`config.mk`:
```
export PLATFORM = sky130hd
export DESIGN_NAME = regfile_wb_arbiter
export DESIGN_NICKNAME = d
export VERILOG_FILES = /design/src/rtl/regfile_pkg.sv /design/src/rtl/regfile_wb_arbiter_rr_arbiter.sv /design/src/rtl/regfile_wb_arbiter.sv
export SDC_FILE = /design/constraint.sdc
export NUM_CORES = 1
export LEC_CHECK = 0
export CAP_MARGIN = 20
export CORE_AREA = 2 2 132 134
export DETAILED_ROUTE_END_ITERATION = 16
export DIE_AREA = 0 0 134 136
export PLACE_DENSITY = 0.92
export SYNTH_ARGS = -nofsm -noshare
export SYNTH_HDL_FRONTEND = slang
export SYNTH_HIERARCHICAL = 1
export SYNTH_SLANG_ARGS = --single-unit
export TNS_END_PERCENT = 10
```
`constraint.sdc`:
```
create_clock -name clk -period 5 [get_ports clk]
set_clock_uncertainty 0.15 [all_clocks]
set_input_delay 0.5 -clock clk [delete_from_list [all_inputs] [get_ports clk]]
set_output_delay 0.5 -clock clk [all_outputs]
set_load 0.01 [all_outputs]
```
`src/rtl/regfile_pkg.sv`:
```
// Shared constants and types for the register-file writeback arbiter.
// Requester IDs are 3 bits wide so up to eight writeback sources fit.
package regfile_pkg;

    localparam int XLEN    = 64;
    localparam int NREG    = 32;
    localparam int AW      = 5;
    localparam int REQ_IDW = 3;

    typedef logic [REQ_IDW-1:0] req_id_t;

    localparam req_id_t REQ_ALU = 3'd0;
    localparam req_id_t REQ_LSU = 3'd1;
    localparam req_id_t REQ_MUL = 3'd2;

    // Successor of a requester ID, wrapping at n.
    function automatic req_id_t next_id(input req_id_t id, input int n);
        if (int'(id) >= n - 1) begin
            return '0;
        end
        return id + req_id_t'(1);
    endfunction

endpackage

```
`src/rtl/regfile_wb_arbiter_rr_arbiter.sv`:
```
// Round-robin grant for NUM_REQ requesters: the search starts at the pointer
// and the pointer moves just past the winner whenever a grant is issued.
module rr_arbiter
    import regfile_pkg::*;
#(
    parameter int NUM_REQ = 3
) (
    input  logic               clk_i,
    input  logic               rst_ni,
    input  logic [NUM_REQ-1:0] req_i,
    output logic [NUM_REQ-1:0] gnt_o,
    output req_id_t            gnt_id_o,
    output logic               gnt_valid_o
);

    req_id_t ptr_q;
    req_id_t ptr_d;

    always_comb begin
        int   idx;
        logic found;
        idx         = 0;
        found       = 1'b0;
        gnt_o       = '0;
        gnt_id_o    = '0;
        gnt_valid_o = 1'b0;
        for (int k = 0; k < NUM_REQ; k++) begin
            idx = int'(ptr_q) + k;
            if (idx >= NUM_REQ) begin
                idx = idx - NUM_REQ;
            end
            if (!found && req_i[idx]) begin
                found       = 1'b1;
                gnt_o[idx]  = 1'b1;
                gnt_id_o    = req_id_t'(idx);
                gnt_valid_o = 1'b1;
            end
        end
    end

    // Any grant is a transfer, since a grant only goes to an asserted request.
    always_comb begin
        ptr_d = ptr_q;
        if (gnt_valid_o) begin
            ptr_d = next_id(gnt_id_o, NUM_REQ);
        end
    end

    always_ff @(posedge clk_i or negedge rst_ni) begin
        if (!rst_ni) begin
            ptr_q <= '0;
        end else begin
            ptr_q <= ptr_d;
        end
    end

endmodule

```
`src/rtl/regfile_wb_arbiter.sv`:
```
// Writeback arbiter plus busy scoreboard in front of a single-write-port register file.
// Defining REGFILE_WB_BYPASS_EN adds operand bypass from the registered write port.
module regfile_wb_arbiter #(
    parameter int NUM_REQ = 3,
    parameter int XLEN    = regfile_pkg::XLEN,
    parameter int NREG    = regfile_pkg::NREG,
    parameter int AW      = regfile_pkg::AW
) (
    input  logic                    clk,
    input  logic                    rst_n,
    input  logic [NUM_REQ-1:0]      wb_valid,
    input  logic [NUM_REQ*AW-1:0]   wb_rd,
    input  logic [NUM_REQ*XLEN-1:0] wb_data,
    output logic [NUM_REQ-1:0]      wb_ready,
    input  logic                    issue_valid,
    input  logic [AW-1:0]           issue_rd,
    output logic                    issue_ready,
    input  logic [AW-1:0]           rs1,
    input  logic [AW-1:0]           rs2,
    output logic                    hazard,
    output logic                    reg_write,
    output logic [AW-1:0]           reg_rd,
    output logic [XLEN-1:0]         reg_wdata
`ifdef REGFILE_WB_BYPASS_EN
    ,
    output logic                    byp1_en,
    output logic                    byp2_en,
    output logic [XLEN-1:0]         byp1_data,
    output logic [XLEN-1:0]         byp2_data
`endif
);

    import regfile_pkg::*;

    req_id_t         gnt_id;
    logic            gnt_valid;
    logic [AW-1:0]   win_rd;
    logic [XLEN-1:0] win_data;

    logic            reg_write_q, reg_write_d;
    logic [AW-1:0]   reg_rd_q, reg_rd_d;
    logic [XLEN-1:0] reg_wdata_q, reg_wdata_d;
    logic [NREG-1:0] busy_q, busy_d;
    logic            haz1, haz2;

    rr_arbiter #(
        .NUM_REQ(NUM_REQ)
    ) u_arb (
        .clk_i      (clk),
        .rst_ni     (rst_n),
        .req_i      (wb_valid),
        .gnt_o      (wb_ready),
        .gnt_id_o   (gnt_id),
        .gnt_valid_o(gnt_valid)
    );

    always_comb begin
        win_rd   = wb_rd[int'(gnt_id)*AW +: AW];
        win_data = wb_data[int'(gnt_id)*XLEN +: XLEN];
    end

    // A granted write to x0 is consumed but never reaches the register file.
    always_comb begin
        reg_write_d = gnt_valid && (win_rd != '0);
        reg_rd_d    = reg_rd_q;
        reg_wdata_d = reg_wdata_q;
        if (reg_write_d) begin
            reg_rd_d    = win_rd;
            reg_wdata_d = win_data;
        end
    end

    assign issue_ready = !busy_q[issue_rd] || (issue_rd == '0);

    // Clear first, then set, so a same-cycle set on the same index wins.
    always_comb begin
        busy_d = busy_q;
        if (reg_write_q) begin
            busy_d[reg_rd_q] = 1'b0;
        end
        if (issue_valid && issue_ready && (issue_rd != '0)) begin
            busy_d[issue_rd] = 1'b1;
        end
    end

`ifdef REGFILE_WB_BYPASS_EN
    always_comb begin
        byp1_en   = reg_write_q && (rs1 != '0) && (reg_rd_q == rs1);
        byp2_en   = reg_write_q && (rs2 != '0) && (reg_rd_q == rs2);
        byp1_data = byp1_en ? reg_wdata_q : '0;
        byp2_data = byp2_en ? reg_wdata_q : '0;
        haz1      = (rs1 != '0) && busy_q[rs1] && !byp1_en;
        haz2      = (rs2 != '0) && busy_q[rs2] && !byp2_en;
    end
`else
    always_comb begin
        haz1 = (rs1 != '0) && busy_q[rs1];
        haz2 = (rs2 != '0) && busy_q[rs2];
    end
`endif

    assign hazard = haz1 || haz2;

    always_ff @(posedge clk or negedge rst_n) begin
        if (!rst_n) begin
            reg_write_q <= 1'b0;
            reg_rd_q    <= '0;
            reg_wdata_q <= '0;
            busy_q      <= '0;
        end else begin
            reg_write_q <= reg_write_d;
            reg_rd_q    <= reg_rd_d;
            reg_wdata_q <= reg_wdata_d;
            busy_q      <= busy_d;
        end
    end

    assign reg_write = reg_write_q;
    assign reg_rd    = reg_rd_q;
    assign reg_wdata = reg_wdata_q;

endmodule

```
==> PnR_summary.wiki <==
{| class="wikitable"
! Metric !! Value
|-
| Die Area || 18,200 µm²
|-
| Post-detailed-routing wire length || 25.2 mm
|-
| Standard cell area after detailed placement || 10,400 µm²
|-
| Largest fanout on the critical path || 35
|-
| Number of remaining DRC errors || 0
|-
| RSZ-0062 raised after global routing || false
|-
| Clock insertion delay at the later pin of the skew report || 0.35 ns
|-
| Via count || 6,931
|-
| Routability cong. || 0.936
|-
| Internal portion of total power || 5.32 mW
|-
| Number of global-route vias before repair || 6,827
|-
| Critical Path Start Type || flip-flop
|-
| Count of cell types in the netlist || 65
|-
| Final instance area || 10,700 µm²
|-
| Sequential Power Share || 19.0%
|-
| CTS buffer count || 9
|-
| Worst reg2reg path startpoint || u_arb/ptr_q[2]$_DFFE_PN0P_
|-
| Fin crit share || 89.3%
|-
| Final nets || 1,207
|-
| Area share of the largest cell type after synthesis || 36.1%
|-
| Worst slack on hold paths || 0.0590 ns
|-
| Startpoint-to-endpoint class of the critical path || reg -> reg
|-
| Pin count of the biggest net entering global routing || 63
|-
| Routed wire length per instance || 20.9 µm
|-
| Residual overflow from global routing || 0
|-
| Root Buffer || sky130_fd_sc_hd__clkbuf_16
|-
| Largest voltage drop on the vdd net || 0.000595 V
|-
| Post-route setup TNS || 0 ns
|-
| TritonCTS clock tree || built
|-
| EDFF count, synth || 0
|-
| Leading post-synthesis cells by cell area || sky130_fd_sc_hd__dfrtp_1 (36%), sky130_fd_sc_hd__mux2i_1 (11%), sky130_fd_sc_hd__mux2_4 (10%)
|-
| Antenna violations before repair || 3
|-
| H-tree Lvls || 3
|-
| Power after layout || 9.17 mW
|-
| Core area || 16,900 µm²
|-
| Cell area after technology mapping || 7290 µm²
|-
| Outcome || completed
|-
| Final Instance Count excl. Fillers || 1,204
|-
| Number of filler instances in the final layout || 1,328
|-
| Count of clock tree sinks || 105
|-
| Sum of net half-perimeters after detailed placement || 19.0 mm
|-
| Critical path launch point || u_arb/ptr_q[2]$_DFFE_PN0P_
|-
| Maxcap violations || 0
|-
| Static leakage power || 4.29 nW
|-
| Count of input and output buffers || 302
|-
| Vias per cell || 5.76
|-
| Site Rows || 48
|-
| Number of flip-flops and latches in the synthesized netlist || 105
|-
| Most area-hungry cell type in the Yosys netlist || sky130_fd_sc_hd__dfrtp_1
|-
| Antenna violation net count after detailed routing || 0
|-
| Remaining max-slew budget at the tightest pin || 41.1%
|-
| Fin. Hold Viols || 0
|-
| Worst endpoint data arrival time || 4.55 ns
|-
| Crit end category || flip-flop
|-
| Most common cell after layout, fill and taps aside || sky130_fd_sc_hd__clkdlybuf4s50_1
|-
| Mean post-synth cell area || 10.4 µm²
|-
| Part of the Yosys area used for sequential elements || 36.1%
|-
| Synth Warn # || 6
|-
| F_max || 224 MHz
|-
| Power density over the cells || 856 nW/µm²
|-
| Combinational cell fraction of total power || 73.1%
|-
| Post-layout minimum cycle time || 4.46 ns
|-
| Max-slew violation count || 0
|-
| Placed cell count || 1,185
|-
| Wire length of the first global-routing pass || 37.8 mm
|-
| Post-synthesis instance total || 700
|-
| Hold bufs inserted after CTS || 0
|-
| DIE WIDTH || 134 µm
|-
| Net switching fraction of the power || 41.9%
|-
| Effective utilization at floorplan || 43.2%
|-
| Critical path required time || 5.09 ns
|-
| Most used cells in the layout excluding fill and tap cells || sky130_fd_sc_hd__clkdlybuf4s50_1 (301), sky130_fd_sc_hd__o21ai_0 (105), sky130_fd_sc_hd__dfrtp_1 (105)
|-
| Post-route worst setup slack || 0.535 ns
|-
| # Post-CTS Setup Buffers || 0
|-
| Async set-or-reset flop fraction in the synthesized netlist || 100%
|-
| Classification of the worst-slack hold path || in -> async
|-
| Portion of total power attributed to the clock network || 7.9%
|-
| Number of gates given a new drive strength after cts || 0
|-
| # setup viols final || 0
|-
| Pre-CTS setup slack || 0.453 ns
|-
| Dominant register cell in the synthesized netlist || sky130_fd_sc_hd__dfrtp_1
|-
| Core Util, Final || 63.5%
|-
| Die height || 136 µm
|-
| Detailed Route Iter0 Violations || 532
|-
| Fraction of final layout cells with drive strength greater than 1 || 13.9%
|-
| Maximum clock path buffer count || 2
|-
| Clock slew at reported path FFs || 0.08 ns
|-
| Worst-margin pin slew || 0.884 ns
|-
| Area Growth Syn to Fin || 47.0%
|-
| Number of top-level pins || 303
|-
| Post-Synthesis Net Count || 936
|-
| P_sw || 3.85 mW
|-
| Detailed-router iteration count before antenna repair || 5
|-
| Overall Global Routing Usage || 26.8%
|}
## final cells by class
| cell class | count | area, µm² | area share [%] |
|---|---|---|---|
| Clock buffer | 9 | 225 | 2.10 |
| Timing Repair Buffer | 311 | 3100 | 29.0 |
| Multi-Input combinational cell | 527 | 4320 | 40.4 |
| Antenna cell | 3 | 7.51 | 0.0701 |
| Sequential cell | 105 | 2630 | 24.5 |
| Clock inverter | 7 | 78.8 | 0.736 |
| Tap cell | 225 | 282 | 2.63 |
| Inverter | 17 | 66.3 | 0.619 |
## power groups by stage
stage | Clock, mW | Sequential, mW | Combinational [mW]
2_1_floorplan | 0 | 1.74 | 4.96
3_3_place_gp | 0 | 1.72 | 6.52
3_5_place_dp | 0 | 1.72 | 6.74
4_1_cts | 0.744 | 1.73 | 6.73
5_1_grt | 0.781 | 1.79 | 7.16
6_report | 0.726 | 1.74 | 6.70
## final timing paths
path | end | slack [ns] | cells past startpoint
worst max-delay path | reg_wdata[21]$_DFFE_PN0P_ | 0.54 | 12
worst min-delay path | reg_wdata[12]$_DFFE_PN0P_ | 0.06 | 1
worst max register to register | reg_wdata[21]$_DFFE_PN0P_ | 0.54 | 12
worst min register to register | busy_q[0]$_DFF_PN0_ | 0.35 | 1
max in group asynchronous | busy_q[27]$_DFF_PN0_ | 3.51 | 2
min in group clk | busy_q[0]$_DFF_PN0_ | 0.35 | 1
## cell usage after synthesis, types with 4 or more instances
| master | n |
|---|---|
| sky130_fd_sc_hd__dfrtp_1 | 105 |
| sky130_fd_sc_hd__o21ai_0 | 105 |
| sky130_fd_sc_hd__nand2_1 | 89 |
| sky130_fd_sc_hd__mux2i_1 | 77 |
| sky130_fd_sc_hd__mux2_4 | 49 |
| sky130_fd_sc_hd__clkbuf_1 | 28 |
| sky130_fd_sc_hd__o31ai_1 | 26 |
| sky130_fd_sc_hd__mux4_2 | 23 |
| sky130_fd_sc_hd__nor2_1 | 22 |
| sky130_fd_sc_hd__mux2_2 | 17 |
| sky130_fd_sc_hd__inv_1 | 15 |
| sky130_fd_sc_hd__nand3b_1 | 11 |
| sky130_fd_sc_hd__buf_6 | 9 |
| sky130_fd_sc_hd__a22o_1 | 8 |
| sky130_fd_sc_hd__ha_1 | 8 |
| sky130_fd_sc_hd__nand3_1 | 8 |
| sky130_fd_sc_hd__a21oi_1 | 7 |
| sky130_fd_sc_hd__buf_2 | 7 |
| sky130_fd_sc_hd__a2bb2oi_1 | 4 |
| sky130_fd_sc_hd__buf_1 | 4 |
| sky130_fd_sc_hd__nor2b_1 | 4 |
| sky130_fd_sc_hd__nor3_1 | 4 |
| sky130_fd_sc_hd__o211ai_1 | 4 |
| sky130_fd_sc_hd__o22ai_1 | 4 |
| sky130_fd_sc_hd__or3b_2 | 4 |
## layer usage
metal / part of all wire, % / wire, µm / vias to the layer above / track usage [%]
li1: - / - / 3122 / -
met1: 38 / 9610 / 3384 / 33.5
met2: 50 / 12600 / 364 / 44.2
met3: 8.5 / 2140 / 61 / 7.76
met4: 3.1 / 771 / 0 / 10.2
met5: 0 / 0 / - / 0
## state kept, by name, summed over array words and instances (netlist names)
| register | count |
|---|---|
| reg_wdata | 64 |
| busy_q | 32 |
| reg_rd | 5 |
| u_arb/ptr_q | 3 |
| reg_write | 1 |
## kinds of logic (layout without fill, tap and decap cells)
kind of cell,count (synthesis),after routing,synth area share (%)
buffers and inverters,68,344,4.71
xor gates and xnor gates,3,3,0.361
other,0,3,0
and+or+nand+nor,167,167,11.3
AOI/OAI and AO/OA,182,182,15.7
muxes,167,167,30.6
adders and majority gates,8,8,1.37
DFF,105,105,36.1
## worst max-delay path: stages, from the launching register on
cell                       delay (ns)
sky130_fd_sc_hd__dfrtp_1         0.49
sky130_fd_sc_hd__inv_1           0.19
sky130_fd_sc_hd__ha_1            0.23
sky130_fd_sc_hd__nor2b_1         0.54
sky130_fd_sc_hd__mux4_2          0.61
sky130_fd_sc_hd__a21oi_1         0.29
sky130_fd_sc_hd__a221oi_1        0.13
sky130_fd_sc_hd__a21oi_1         0.40
sky130_fd_sc_hd__a21oi_1         0.16
sky130_fd_sc_hd__o21ai_2         0.29
sky130_fd_sc_hd__inv_4           0.25
sky130_fd_sc_hd__buf_12          0.26
sky130_fd_sc_hd__mux2_4          0.33
No activity file was read; power rests on OpenSTA's default activity.
